File: src/rtl/reg_arb_pkg.sv
// ============================================================================
// reg_arb_pkg : shared widths, register count and arbiter FSM state type
// Rev 1.0
// ============================================================================
`default_nettype none

package reg_arb_pkg;

  localparam int DATA_W_DEF = 8;
  localparam int ADDR_W_DEF = 3;
  localparam int NUM_REGS   = 2 ** ADDR_W_DEF;

  typedef enum logic [1:0] {
    IDLE  = 2'd0,
    GRANT = 2'd1,
    CLEAR = 2'd2
  } arb_state_t;

endpackage

`default_nettype wire

File: src/rtl/rr_arb2.sv
// ============================================================================
// rr_arb2 : two-way request picker; round-robin when REG_ARB_RR_EN is
//           defined, fixed A-over-B priority otherwise
// Rev 1.0
// ============================================================================
`default_nettype none

module rr_arb2 (
  input  logic CLK,
  input  logic RESET,
  input  logic i_req_a,
  input  logic i_req_b,
  input  logic i_adv,
  output logic o_gnt_a,
  output logic o_gnt_b
);

`ifdef REG_ARB_RR_EN
  // r_prio_b set means B wins the next tie
  logic r_prio_b;

  always_ff @(posedge CLK) begin
    if (RESET) begin
      r_prio_b <= 1'b0;
    end else if (i_adv && (o_gnt_a || o_gnt_b)) begin
      r_prio_b <= o_gnt_a;
    end
  end

  always_comb begin
    o_gnt_a = i_req_a && (!i_req_b || !r_prio_b);
    o_gnt_b = i_req_b && (!i_req_a ||  r_prio_b);
  end
`else
  logic w_unused;
  assign w_unused = &{1'b0, CLK, RESET, i_adv};
  assign o_gnt_a  = i_req_a;
  assign o_gnt_b  = i_req_b && !i_req_a;
`endif

endmodule

`default_nettype wire

File: src/rtl/reg_write_arbiter.sv
// ============================================================================
// reg_write_arbiter : arbitrates ALU/load writebacks and a register-file
//                     clear onto one registered write port.
//                     Build option: REG_ARB_RR_EN selects round-robin A/B.
// Rev 1.0
// ============================================================================
`default_nettype none

module reg_write_arbiter
  import reg_arb_pkg::*;
#(
  parameter int DATA_W = DATA_W_DEF,
  parameter int ADDR_W = ADDR_W_DEF
) (
  input  logic              CLK,
  input  logic              RESET,
  input  logic              A_REQ,
  input  logic [ADDR_W-1:0] A_ADDR,
  input  logic [DATA_W-1:0] A_DATA,
  output logic              A_ACK,
  input  logic              B_REQ,
  input  logic [ADDR_W-1:0] B_ADDR,
  input  logic [DATA_W-1:0] B_DATA,
  output logic              B_ACK,
  input  logic              CLR_REQ,
  output logic              CLR_BUSY,
  output logic              WRITE,
  output logic [ADDR_W-1:0] INADDRESS,
  output logic [DATA_W-1:0] IN
);

  arb_state_t        r_state,   w_nxt_state;
  logic [ADDR_W-1:0] r_clr_cnt, w_nxt_clr_cnt;
  logic              r_write,   w_nxt_write;
  logic [ADDR_W-1:0] r_addr,    w_nxt_addr;
  logic [DATA_W-1:0] r_data,    w_nxt_data;
  logic              r_a_ack,   w_nxt_a_ack;
  logic              r_b_ack,   w_nxt_b_ack;
  logic              r_busy,    w_nxt_busy;

  logic w_elig_a, w_elig_b, w_gnt_a, w_gnt_b, w_adv, w_clear_run;

  // A requester whose ACK is on the wire right now has just finished
  assign w_elig_a = A_REQ && !r_a_ack;
  assign w_elig_b = B_REQ && !r_b_ack;

  rr_arb2 u_pick (
    .CLK     (CLK),
    .RESET   (RESET),
    .i_req_a (w_elig_a),
    .i_req_b (w_elig_b),
    .i_adv   (w_adv),
    .o_gnt_a (w_gnt_a),
    .o_gnt_b (w_gnt_b)
  );

  assign w_clear_run = (r_state == CLEAR) && (r_clr_cnt != '1);

  always_comb begin
    w_nxt_state   = r_state;
    w_nxt_clr_cnt = r_clr_cnt;
    w_nxt_write   = 1'b0;
    w_nxt_addr    = r_addr;
    w_nxt_data    = r_data;
    w_nxt_a_ack   = 1'b0;
    w_nxt_b_ack   = 1'b0;
    w_nxt_busy    = 1'b0;
    w_adv         = 1'b0;

    if (w_clear_run) begin
      w_nxt_clr_cnt = r_clr_cnt + 1'b1;
      w_nxt_write   = 1'b1;
      w_nxt_addr    = r_clr_cnt + 1'b1;
      w_nxt_data    = '0;
      w_nxt_busy    = 1'b1;
    end else if ((r_state != CLEAR) && CLR_REQ) begin
      w_nxt_state   = CLEAR;
      w_nxt_clr_cnt = '0;
      w_nxt_write   = 1'b1;
      w_nxt_addr    = '0;
      w_nxt_data    = '0;
      w_nxt_busy    = 1'b1;
    end else if (w_gnt_a || w_gnt_b) begin
      // Also reached on the last clear write: pending requests go next cycle
      w_nxt_state = GRANT;
      w_adv       = 1'b1;
      w_nxt_write = 1'b1;
      w_nxt_a_ack = w_gnt_a;
      w_nxt_b_ack = w_gnt_b;
      w_nxt_addr  = w_gnt_a ? A_ADDR : B_ADDR;
      w_nxt_data  = w_gnt_a ? A_DATA : B_DATA;
    end else begin
      w_nxt_state = IDLE;
    end
  end

  always_ff @(posedge CLK) begin
    if (RESET) begin
      r_state   <= IDLE;
      r_clr_cnt <= '0;
      r_write   <= 1'b0;
      r_addr    <= '0;
      r_data    <= '0;
      r_a_ack   <= 1'b0;
      r_b_ack   <= 1'b0;
      r_busy    <= 1'b0;
    end else begin
      r_state   <= w_nxt_state;
      r_clr_cnt <= w_nxt_clr_cnt;
      r_write   <= w_nxt_write;
      r_addr    <= w_nxt_addr;
      r_data    <= w_nxt_data;
      r_a_ack   <= w_nxt_a_ack;
      r_b_ack   <= w_nxt_b_ack;
      r_busy    <= w_nxt_busy;
    end
  end

  assign WRITE     = r_write;
  assign INADDRESS = r_addr;
  assign IN        = r_data;
  assign A_ACK     = r_a_ack;
  assign B_ACK     = r_b_ack;
  assign CLR_BUSY  = r_busy;

endmodule

`default_nettype wire

File: config.mk
export PLATFORM = sky130hd
export DESIGN_NAME = reg_write_arbiter
export DESIGN_NICKNAME = d
export VERILOG_FILES = /design/src/rtl/reg_arb_pkg.sv /design/src/rtl/rr_arb2.sv /design/src/rtl/reg_write_arbiter.sv
export SDC_FILE = /design/constraint.sdc
export NUM_CORES = 1
export LEC_CHECK = 0
export CAP_MARGIN = 20
export CORE_UTILIZATION = 25
export DETAILED_ROUTE_END_ITERATION = 10
export PLACE_DENSITY = 0.55
export SYNTH_ARGS = -nofsm -noshare
export SYNTH_HDL_FRONTEND = slang
export SYNTH_SLANG_ARGS = --single-unit
File: constraint.sdc
create_clock -name CLK -period 2.33 [get_ports CLK]
set_clock_uncertainty 0.15 [all_clocks]
set_input_delay 0.233 -clock CLK [delete_from_list [all_inputs] [get_ports CLK]]
set_output_delay 0.233 -clock CLK [all_outputs]
set_load 0.03 [all_outputs]
Word-level counts from Yosys, hierarchy flattened
Cells that the tools add are included.
W data, S select, Z words.
{"block": "totals", "reg_bits": 20, "input_bits": 27, "output_inout_bits": 15, "word_cells": 40}
{"block": "classes", "addsub": 1, "n_eq_ne": 3, "mux": 14, "n_bitwise": 1, "n_reduce_logical": 13}
{"cell": "$mux W3", "count": 6}
{"cell": "$mux W8", "count": 1}
{"cell": "$mux W1", "count": 6}
{"cell": "$logic_and A1 B1 Y1", "count": 5}
{"cell": "$reduce_or A4 Y1", "count": 1}
{"cell": "$add A3 B1 Y3 const B", "count": 1}
{"cell": "$logic_not A1 Y1", "count": 3}
{"cell": "$ne A3 B3 Y1 const B", "count": 1}
{"cell": "$reduce_bool A3 Y1", "count": 1}
{"cell": "$reduce_or A3 Y1", "count": 1}
{"cell": "$eq A2 B2 Y1 const B", "count": 1}
{"cell": "$mux W2", "count": 1}
{"cell": "$ne A2 B2 Y1 const B", "count": 1}
{"cell": "$reduce_bool A2 Y1", "count": 1}
{"cell": "$logic_or A1 B1 Y1", "count": 1}
{"cell": "$not A1 Y1", "count": 1}

Logic depth before layout (Yosys ltp)
Gate-level depths: netlist of run 1.
{"block": "logic_depth", "ltp_word": 8, "ltp_mapped": 7, "mapped_depth_nobuf": 6}

Hierarchy
A second synthesis of run 1 with hierarchy kept.
{"block": "hier_totals", "hier_cells": 104, "hier_area_um2": 934.6}
{"module": "reg_write_arbiter", "n_inst": 1, "cells_per_inst": 102, "area_each_um2": 913.4, "seq_area_each_um2": 400.4}
{"module": "rr_arb2", "n_inst": 1, "cells_per_inst": 2, "area_each_um2": 21.3, "seq_area_each_um2": 0.0}

Least setup slack after synthesis of run 1
OpenSTA, ideal clock, no wires.
{"block": "synth_path", "kind": "reg-to-reg", "start": "register r_clr_cnt[0]", "end": "register r_clr_cnt[1]", "setup_time_ps": 135, "arrival_ps": 1320, "required_ps": 2045, "slack_ps": 725, "stages_incl_launch_ff": 8, "path_buffers": 1, "period_less_slack_ps": 1605, "path_cell_list": "dfxtp_1 > ha_1 > ha_1 > nor3b_4 > a21oi_4 > nand2b_4 > buf_6 > o22ai_1"}
{"block": "synth_via", "elab_chain_cells": 3, "word_cells_on_any_way": 5, "classes_between": "add/sub: 1; eq/ne: 1; mux: 1; reduce/logical: 2"}
{"item": "start: declaration", "line_no": "reg_write_arbiter.sv:33", "source": "logic [ADDR_W-1:0] r_clr_cnt, w_nxt_clr_cnt;"}
{"item": "start signal: assignment", "line_no": "reg_write_arbiter.sv:109", "source": "r_clr_cnt <= w_nxt_clr_cnt;"}
{"item": "parallel branches: the longest is 3 deep, another holds $add A3 B1 Y3"}
Parallel ways; which one is timed is not known.
A chain may end at the register's enable or synchronous reset.

Worst setup path after layout of run 1
{"block": "layout_path", "start": "register r_b_ack, in the netlist B_ACK", "end": "output port B_ACK"}
{"item": "start: declaration", "line_no": "reg_write_arbiter.sv:38", "source": "logic r_b_ack, w_nxt_b_ack;"}
{"item": "start signal: assignment", "line_no": "reg_write_arbiter.sv:114", "source": "r_b_ack <= w_nxt_b_ack;"}
{"item": "end: declaration", "line_no": "reg_write_arbiter.sv:24", "source": "output logic B_ACK,"}
No word-level cell between the ends.

==> impl_metrics.py, run 1 <==
metrics = {
    "outcome": {
        "outcome": "finished clean",
    },
    "worst_setup_path": {
        "cp_slowest_cell": "clkdlybuf4s50_1",
        "end_kind": "output pin",
        "critPathLaunchType": "register",
        "reg2reg_to": "INADDRESS[2]",
        "required_ns": 1.95,
        "cp_num_buf_inv": 1,
        "cp_data_arrival_time_ns": 1.38,
        "r2r_slack_ns": 0.59,
        "worstReg2RegStart": "r_clr_cnt[0]",
        "critical-path-top-delay-family": "buffers and inverters",
        "worstPathMaxFanout": 3,
        "r2r_cells": 6,
        "slowest_delay_ns": 0.70,
        "path_class": "reg2out",
        "path_cells": "clkdlybuf4s50_1",
    },
    "timing": {
        "maxSlewViolCount": 0,
        "period_needed_ns": 1.76,
        "setup_viol": 0,
        "fin_crit_sh": 0.757,
        "tightest_slew_ns": 0.402,
        "fin_ws_ns": 0.567,
        "maxClockFrequency_mhz": 567,
        "max_slew_margin": 0.732,
        "finalSetupTns_ns": 0,
        "finalHoldViolCount": 0,
        "grt_setup_unrepaired": "false",
    },
    "place": {
        "port_buffers": 41,
        "place_inst": 170,
        "gp_congestion": 0.749,
        "dp_slack_ns": 0.393,
        "place_hpwl_um": 1680,
    },
    "floorplan": {
        "initial_core_util": 0.262,
        "coreArea_mm2": 0.00334,
        "dieArea_mm2": 0.00373,
        "fp.dieW_um": 61.1,
        "fp.dieH_um": 61.1,
        "io_pins": 42,
        "placementRows": 21,
    },
    "global_routing": {
        "antenna_found_initial": 0,
        "grt.total_usage": 0.124,
        "grt-ovfl-total": 0,
        "grt_max_degree": 14,
        "grt_pass1_vias": 767,
        "grt_pass1_wl_um": 3330,
    },
    "layout": {
        "stdcell_count": 174,
        "synthToLayoutAreaGrowth_pct": 55.7,
        "fin_util": 0.408,
        "nets": 158,
        "diodes": 0,
        "drive_gt1_frac": 0.109,
    },
    "yosys": {
        "yosys_register_bits": 20,
        "syn-num-nets": 115,
        "synth_warnings": 0,
        "syn-instance-count": 86,
        "ys_types": 25,
        "ys_seq_area_frac": 0.458,
        "netlist_area_um2": 873,
        "avgSynthCellArea_um2": 10.2,
    },
    "cts": {
        "cts_setup_buffers": 0,
        "numCtsBuffers": 3,
        "post_cts_resize_count": 0,
        "clock_sinks": 20,
        "cts_root_buffer": "clkbuf_4",
        "clk_latency_ns": 0.30,
        "htree_levels": 1,
        "cts_tree": "done",
        "holdBufCountCts": 0,
        "clkSlewWorstSetupHoldPaths_ns": 0.12,
        "cts_buffer_depth": 2,
    },
    "drt": {
        "drtIter0Drc": 28,
        "firstDrtPassIters": 2,
        "vias": 763,
        "ant_nets": 0,
        "dr_wl_met3_um": 160,
        "wl_met1_um": 964,
        "route.detailed.drc": 0,
        "finalWirelength_um": 2160,
        "topRoutingLayerUsed": "met4",
        "viasPerCell": 4.39,
        "wl_met2_um": 1020,
        "wl_per_cell_um": 12.4,
    },
    "worst_hold_path": {
        "hold_end": "r_clr_cnt[0]",
        "min_path_type": "reg2reg",
        "holdPathStages": 2,
        "worstHoldStart": "r_clr_cnt[0]",
    },
    "run": {
        "drv_cap": 0,
    },
    "power_and_ir_drop": {
        "p_leak_uw": 0.000533,
        "peakVddDrop_v": 0.000214,
        "power.density_mw_per_mm2": 597,
    },
}
==> registers in the layout, indices dropped and copies added, names as in the netlist <==
signal,count
IN,8
r_state,2
CLR_BUSY,1
WRITE,1
INADDRESS,3
A_ACK,1
r_clr_cnt,3
B_ACK,1
==> layer usage <==
metal,vias up,GRT usage
li1,392,-
met1,342,0.138
met2,27,0.224
met3,2,0.0336
met4,0,0.0487
met5,-,0
==> area by class of cell <==
cell class,instances,area (um2)
clock buffer,4,36.3
fill,359,1980
inverter,3,11.3
multi-input combinational,57,422
sequential,20,400
tap,46,57.6
timing repair buffer,44,433
==> synthesized netlist by cell type <==
cell,number,area [um2]
a211oi_2,1,12.5
a21oi_4,1,16.3
o22ai_1,2,12.5
nor2_1,14,52.6
buf_6,1,11.3
inv_1,3,11.3
clkbuf_2,1,5.00
nand3b_1,1,7.51
buf_4,2,15.0
nor3_1,3,15.0
a21o_2,1,8.76
o21ai_2,1,8.76
a211oi_1,10,75.1
nor3b_4,1,18.8
buf_2,1,5.00
a21oi_1,1,5.00
buf_1,1,3.75
mux2i_1,8,80.1
nand2b_1,2,12.5
ha_1,2,25.0
nand2b_4,2,27.5
dfxtp_1,20,400
nand2_1,3,11.3
o221ai_1,3,26.3
nor2b_1,1,6.26
==> cells by family (layout without fill, tap and decap cells) <==
kind of cell	Yosys count	after routing	share of synthesized area
buffers and inverters	9	51	0.0587
AOI/OAI and AO/OA	20	20	0.189
muxes	8	8	0.0917
adders and majority gates	2	2	0.0286
DFF	20	20	0.458
and+or+nand+nor	27	27	0.173
==> placed cells by master (no fill, tap or decap) <==
cell             synthesis  layout
clkdlybuf4s50_1          0      41
dfxtp_1                 20      20
nor2_1                  14      14
a211oi_1                10      10
mux2i_1                  8       8
inv_1                    3       3
nand2_1                  3       3
o221ai_1                 3       3
nor3_1                   3       3
clkbuf_4                 0       3
buf_4                    2       3
nand2b_4                 2       2
nand2b_1                 2       2
o22ai_1                  2       2
ha_1                     2       2
nor3b_4                  1       1
a21oi_4                  1       1
nand3b_1                 1       1
o21ai_2                  1       1
a21oi_1                  1       1
a21o_2                   1       1
a211oi_2                 1       1
nor2b_1                  1       1
clkbuf_8                 0       1
==> power breakdown <==
group	internal, uW	leakage, uW	switching, uW	total (uW)
sequential	368	0.000164	15.2	383
clock	95.2	0.0000210	106	201
combinational	115	0.000347	113	227
==> worst max path at each step <==
| stage | from | to | slack [ns] | depth (start not counted) |
|---|---|---|---|---|
| floorplan | r_clr_cnt[0] | r_clr_cnt[1] | 0.73 | 7 |
| detailed placement | A_REQ | IN[1] | 0.39 | 6 |
| global route | r_clr_cnt[0] | INADDRESS[2] | 0.48 | 6 |
| finish | B_ACK | B_ACK | 0.57 | 1 |
| CTS | B_ACK | B_ACK | 0.55 | 1 |
| global placement | A_REQ | IN[4] | 0.47 | 6 |
==> stage by stage <==
stage | cell area [um2] | hold slack (ns) | total power [uW]
after global routing | 1360 | 0.371 | 851
after detailed placement | 1320 | 0.320 | 620
final | 1360 | 0.337 | 812
after CTS | 1360 | 0.338 | 820
after floorplan | 873 | 0.251 | 519
after global placement | 1320 | 0.318 | 618
Note: power is estimated with default switching activity, not from simulation.
==> inputs of run 2 (changes only) <==
--- a/config.mk
+++ b/config.mk
@@ -8,7 +8,7 @@
 export CAP_MARGIN = 20
 export CORE_UTILIZATION = 25
 export DETAILED_ROUTE_END_ITERATION = 10
-export PLACE_DENSITY = 0.55
+export PLACE_DENSITY = 0.57
 export SYNTH_ARGS = -nofsm -noshare
 export SYNTH_HDL_FRONTEND = slang
 export SYNTH_SLANG_ARGS = --single-unit
==> constraint.sdc (replaced) <==
create_clock -name CLK -period 1.6 [get_ports CLK]
set_clock_uncertainty 0.15 [all_clocks]
set_input_delay 0.16 -clock CLK [delete_from_list [all_inputs] [get_ports CLK]]
set_output_delay 0.16 -clock CLK [all_outputs]
set_load 0.03 [all_outputs]
==> run 2 against run 1 <==
Against the previous run: the flow now finishes with violations (negative setup slack); final area is 7.1% higher; first-iteration DRC count is 39% lower; non-clock buffer count is 4 higher; die area stayed put; core utilization is 2.9 points higher; worst setup slack worse by 0.60 ns; sequential share of layout area is 1.8 points lower; clock-buffer cell count is 1 lower; sequential power is 45% higher; clock power is 16% higher.
==> impl_metrics.py, run 2 (same netlist as run 1, synthesis figures left out) <==
metrics = {
    "power_and_ir_drop": {
        "p_leak_uw": 0.000616,
        "power.density_mw_per_mm2": 784,
        "total_power_uw": 1140,
        "peakVddDrop_v": 0.000250,
    },
    "timing": {
        "period_needed_ns": 1.63,
        "finalHoldViolCount": 0,
        "maxSlewViolCount": 0,
        "fin_crit_sh": 1.02,
        "grt_setup_unrepaired": "true",
        "fin_ws_ns": -0.0312,
        "setup_viol": 2,
        "maxClockFrequency_mhz": 613,
        "max_slew_margin": 0.782,
        "tightest_slew_ns": 0.326,
        "holdWs_ns": 0.347,
    },
    "worst_setup_path": {
        "worstPathMaxFanout": 5,
        "reg2reg_to": "INADDRESS[0]",
        "path_cells": "ha_4 > ha_4 > nor3b_4 > a21o_2 > nor3_2 > a211oi_2",
        "r2r_slack_ns": -0.03,
        "end_kind": "register",
        "worstReg2RegStart": "r_clr_cnt[1]",
        "slowest_delay_ns": 0.35,
        "cp_data_arrival_time_ns": 1.70,
        "critical-path-top-delay-family": "compound AO/OA/AOI/OAI gates",
        "cp_num_buf_inv": 0,
        "critPathLaunchType": "register",
        "r2r_cells": 6,
        "cp_slowest_cell": "dfxtp_2",
        "cp-startpoint": "r_clr_cnt[1]",
        "cp_common_cell": "ha_4",
        "path_class": "reg2reg",
        "required_ns": 1.67,
    },
    "cts": {
        "clkSlewWorstSetupHoldPaths_ns": 0.11,
        "cts_root_buffer": "clkbuf_4",
        "htree_levels": 1,
        "cts_buffer_depth": 2,
        "clock_sinks": 20,
        "holdBufCountCts": 0,
        "numCtsBuffers": 3,
        "cts_tree": "done",
        "clk_latency_ns": 0.29,
    },
    "floorplan": {
        "placementRows": 21,
        "coreArea_mm2": 0.00334,
        "fp.dieW_um": 61.1,
        "io_pins": 42,
        "fp.dieH_um": 61.1,
        "initial_core_util": 0.262,
        "dieArea_mm2": 0.00373,
    },
    "drt": {
        "route.detailed.drc": 0,
        "drtIter0Drc": 17,
        "vias": 791,
        "wl_per_cell_um": 12.8,
        "ant_nets": 0,
        "firstDrtPassIters": 4,
        "finalWirelength_um": 2280,
        "viasPerCell": 4.44,
    },
    "layout": {
        "diodes": 0,
        "nets": 163,
        "fin_util": 0.436,
        "largest_reg_flops": 8,
        "drive_gt1_frac": 0.250,
        "nFillCells": 357,
        "final_common_cell": "clkdlybuf4s50_1",
        "regArea_um2": 403,
        "synthToLayoutAreaGrowth_pct": 66.8,
        "multiInputGateArea_um2": 514,
        "stdcell_count": 178,
        "final_cell_mix": "26 x clkdlybuf4s50_1, 18 x dfxtp_1, 14 x dlygate4sd2_1",
    },
    "place": {
        "dp_slack_ns": -0.0749,
        "port_buffers": 41,
        "place_inst": 173,
        "gp_congestion": 0.758,
        "place_hpwl_um": 1620,
    },
    "global_routing": {
        "grt_pass1_wl_um": 3420,
        "use_met1": 0.160,
        "grt.total_usage": 0.129,
        "grt.busiest_layer": "met2",
        "grt_max_degree": 13,
        "antenna_found_initial": 0,
        "grtUsageMet3": 0.0252,
        "grt_pass1_vias": 738,
        "grt-ovfl-total": 0,
        "use_met2": 0.216,
    },
    "worst_hold_path": {
        "min_path_type": "in2reg",
        "holdPathStages": 3,
        "worstHoldStart": "A_DATA[1]",
        "hold_end": "IN[1]",
    },
    "run": {
        "drv_cap": 0,
    },
    "outcome": {
        "outcome": "finished with violations",
        "violations": "negative setup slack",
    },
}
==> run 2: cell count changes in the layout (fill, tap and decap cells not counted), sizes merged <==
cell,change
buf,+4
dlygate4sd2,+14
clkdlybuf4s50,-15
nand2b,+1
clkbuf,-1
dlymetal6s2s,+1
==> run 2: worst register-to-register path: stages, from the launching register on <==
cell      delay, ns
dfxtp_2        0.35
ha_4           0.16
ha_4           0.16
nor3b_4        0.30
a21o_2         0.18
nor3_2         0.06
a211oi_2       0.20
==> run 2: cell type report <==
cell class | count | share of cell area
Tap cell | 46 | 0.0395
Sequential cell | 20 | 0.277
Inverter | 3 | 0.00773
Multi-Input combinational cell | 58 | 0.353
Clock buffer | 3 | 0.0155
Timing Repair Buffer | 48 | 0.308
==> run 2: metrics by stage <==
stage                     area, um2  TNS, ns
after floorplan                 876        0
after global placement         1350        0
after detailed placement       1350   -0.660
after CTS                      1400  -0.0715
after global routing           1460    -1.22
final                          1460  -0.0478
==> run 2: metal layers <==
metal / wire length [um] / vias up / share of wire
li1: - / 399 / -
met1: 1040 / 360 / 0.45
met2: 1100 / 30 / 0.48
met3: 135 / 2 / 0.059
met4: 10 / 0 / 0.0044
met5: 0 / - / 0
==> run 2: how the worst max path moves through the flow <==
stage / slack (ns) / end / cells past startpoint
5_1_grt: -0.11 / INADDRESS[2] / 6
3_3_place_gp: 0.004 / INADDRESS[2] / 6
6_report: -0.03 / INADDRESS[0] / 6
2_1_floorplan: 0.002 / r_clr_cnt[1] / 7
3_5_place_dp: -0.07 / INADDRESS[0] / 6
4_1_cts: -0.05 / INADDRESS[0] / 6
==> run 2: power by group <==
part	leakage (uW)	switching (uW)	internal [uW]
clock network	0.0000138	146	87.6
registers	0.000165	21.7	536
logic	0.000437	183	168
total	0.000616	351	791
==> run 2: what timing repair did <==
item | CTS | global route
gates resized for setup | 20 | 11
pin swaps | 3 | 2
setup endpoints to repair | 30 | 19
buffers inserted | 1 | 0
gates cloned | 1 | 0
==> inputs of run 3 (changes only) <==
--- a/config.mk
+++ b/config.mk
@@ -8,7 +8,8 @@
 export CAP_MARGIN = 20
 export CORE_UTILIZATION = 25
 export DETAILED_ROUTE_END_ITERATION = 10
-export PLACE_DENSITY = 0.57
+export PLACE_DENSITY = 0.55
+export SKIP_CTS_REPAIR_TIMING = 1
 export SYNTH_ARGS = -nofsm -noshare
 export SYNTH_HDL_FRONTEND = slang
 export SYNTH_SLANG_ARGS = --single-unit
==> constraint.sdc (replaced) <==
create_clock -name CLK -period 1.96 [get_ports CLK]
set_clock_uncertainty 0.15 [all_clocks]
set_input_delay 0.196 -clock CLK [delete_from_list [all_inputs] [get_ports CLK]]
set_output_delay 0.196 -clock CLK [all_outputs]
set_load 0.03 [all_outputs]
==> run 3 against run 2 <==
Against the previous run: the flow now finishes without violations; worst setup slack better by 0.22 ns; critical path type unchanged; largest power group unchanged; clock power increased by 45%; cell count fell by 2.8%; global-route usage shrank 1.4 points.
==> impl_metrics.py, run 3 (same netlist as run 1, synthesis figures left out) <==
metrics = {
    "outcome": {
        "outcome": "finished clean",
    },
    "layout": {
        "final_cell_mix": "41 x clkdlybuf4s50_1, 20 x dfxtp_1, 14 x nor2_1",
        "synthToLayoutAreaGrowth_pct": 56.7,
        "fin_util": 0.410,
        "diodes": 0,
        "regArea_um2": 400,
        "final_common_cell": "clkdlybuf4s50_1",
        "drive_gt1_frac": 0.102,
        "largest_reg_flops": 8,
        "multiInputGateArea_um2": 422,
        "nFillCells": 356,
        "nets": 157,
        "design_area_mm2": 0.00137,
    },
    "worst_hold_path": {
        "min_path_type": "reg2reg",
        "holdPathStages": 2,
    },
    "global_routing": {
        "grt_pass1_vias": 693,
        "grt-ovfl-total": 0,
        "grt_pass1_wl_um": 3040,
        "antenna_found_initial": 0,
        "grt_max_degree": 22,
        "grt.total_usage": 0.115,
    },
    "drt": {
        "wl_met1_um": 963,
        "dr_wl_met3_um": 123,
        "drtIter0Drc": 15,
        "topRoutingLayerUsed": "met4",
        "viasPerCell": 4.41,
        "vias": 763,
        "finalWirelength_um": 2010,
        "ant_nets": 0,
        "firstDrtPassIters": 4,
        "route.detailed.drc": 0,
        "wl_per_cell_um": 11.6,
        "wl_met2_um": 895,
    },
    "place": {
        "place_hpwl_um": 1520,
        "gp_congestion": 0.712,
        "port_buffers": 41,
        "dp_slack_ns": 0.00458,
        "post_dp_cell_area_mm2": 0.00132,
    },
    "timing": {
        "finalHoldViolCount": 0,
        "maxSlewViolCount": 0,
        "finalSetupTns_ns": 0,
        "fin_crit_sh": 0.904,
        "max_slew_margin": 0.483,
        "fin_ws_ns": 0.188,
        "setup_viol": 0,
        "tightest_slew_ns": 0.775,
        "maxClockFrequency_mhz": 564,
        "period_needed_ns": 1.77,
        "grt_setup_unrepaired": "false",
    },
    "floorplan": {
        "coreArea_mm2": 0.00334,
        "initial_core_util": 0.262,
        "fp.dieW_um": 61.1,
        "fp.dieH_um": 61.1,
        "io_pins": 42,
        "placementRows": 21,
        "dieArea_mm2": 0.00373,
    },
    "power_and_ir_drop": {
        "p_leak_uw": 0.000535,
        "peakVddDrop_v": 0.000252,
        "power.density_mw_per_mm2": 775,
        "p_int_uw": 778,
        "clockPowerShare": 0.320,
        "switching_share": 0.266,
        "p_seq_frac": 0.429,
        "combPwrFrac": 0.252,
        "p_switching_uw": 282,
    },
    "worst_setup_path": {
        "required_ns": 2.03,
        "path_class": "reg2reg",
        "end_kind": "register",
        "cp_num_buf_inv": 0,
        "cp_data_arrival_time_ns": 1.84,
        "worst-path-stages": 6,
        "path_cells": "ha_1 > ha_1 > nor3b_4 > a21o_2 > nor3_1 > a211oi_1",
        "cp_slowest_cell": "dfxtp_1",
        "slowest_delay_ns": 0.34,
        "r2r_cells": 6,
        "critPathLaunchType": "register",
        "cp_common_cell": "ha_1",
        "critical-path-top-delay-family": "adder cells",
        "worstPathMaxFanout": 5,
    },
    "cts": {
        "numCtsBuffers": 3,
        "htree_levels": 1,
        "cts_buffer_depth": 2,
        "cts_root_buffer": "clkbuf_4",
        "clkSlewWorstSetupHoldPaths_ns": 0.12,
        "clock_sinks": 20,
        "cts_tree": "done",
        "clk_latency_ns": 0.31,
    },
    "run": {
        "drv_cap": 0,
    },
}
run 3: cell count changes in the layout (fill, tap and decap cells not counted), sizes merged:
| cell | change |
|---|---|
| bufinv | +1 |
| clkdlybuf4s50 | +15 |
| dlymetal6s2s | -1 |
| buf | -5 |
| nand2b | -1 |
| dlygate4sd2 | -14 |
run 3: worst paths after layout:
| check | startpoint | to | slack, ns |
|---|---|---|---|
| worst max register to register | r_clr_cnt[0] | INADDRESS[2] | 0.19 |
| worst min register to register | r_clr_cnt[0] | r_clr_cnt[0] | 0.34 |
| worst max-delay path | r_clr_cnt[0] | INADDRESS[2] | 0.19 |
| worst min-delay path | r_clr_cnt[0] | r_clr_cnt[0] | 0.34 |
run 3: layout make-up:
class                           instances  share of cell area
Timing Repair Buffer                   43               0.311
Multi-Input combinational cell         57               0.308
Sequential cell                        20               0.293
Tap cell                               46              0.0420
Clock inverter                          1              0.0219
Clock buffer                            3              0.0165
Inverter                                3             0.00823
run 3: metrics by stage:
step | power [uW] | std cells | hold slack [ns]
3_5_place_dp | 733 | 169 | 0.318
6_report | 1060 | 173 | 0.338
4_1_cts | 1070 | 173 | 0.337
3_3_place_gp | 730 | 169 | 0.316
5_1_grt | 1110 | 173 | 0.368
2_1_floorplan | 617 | 86 | 0.214
run 3: power by group through the flow:
stage / sequential [uW] / combinational [uW] / clock, uW
2_1_floorplan: 510 / 107 / 0
3_3_place_gp: 463 / 266 / 0
3_5_place_dp: 463 / 270 / 0
4_1_cts: 455 / 271 / 344
5_1_grt: 458 / 287 / 367
6_report: 454 / 267 / 339
run 3: worst register-to-register path, cell delays in order, from the launching register on:
cell and delay (ns):
dfxtp_1 0.34, ha_1 0.20, ha_1 0.21, nor3b_4 0.31, a21o_2 0.18, nor3_1 0.05, a211oi_1 0.23
run 3: layer usage:
| layer | vias up | track usage |
|---|---|---|
| met4 | 0 | 0.0584 |
| met3 | 5 | 0.0252 |
| met2 | 30 | 0.191 |
| li1 | 389 | - |
| met1 | 339 | 0.140 |
| met5 | - | 0 |
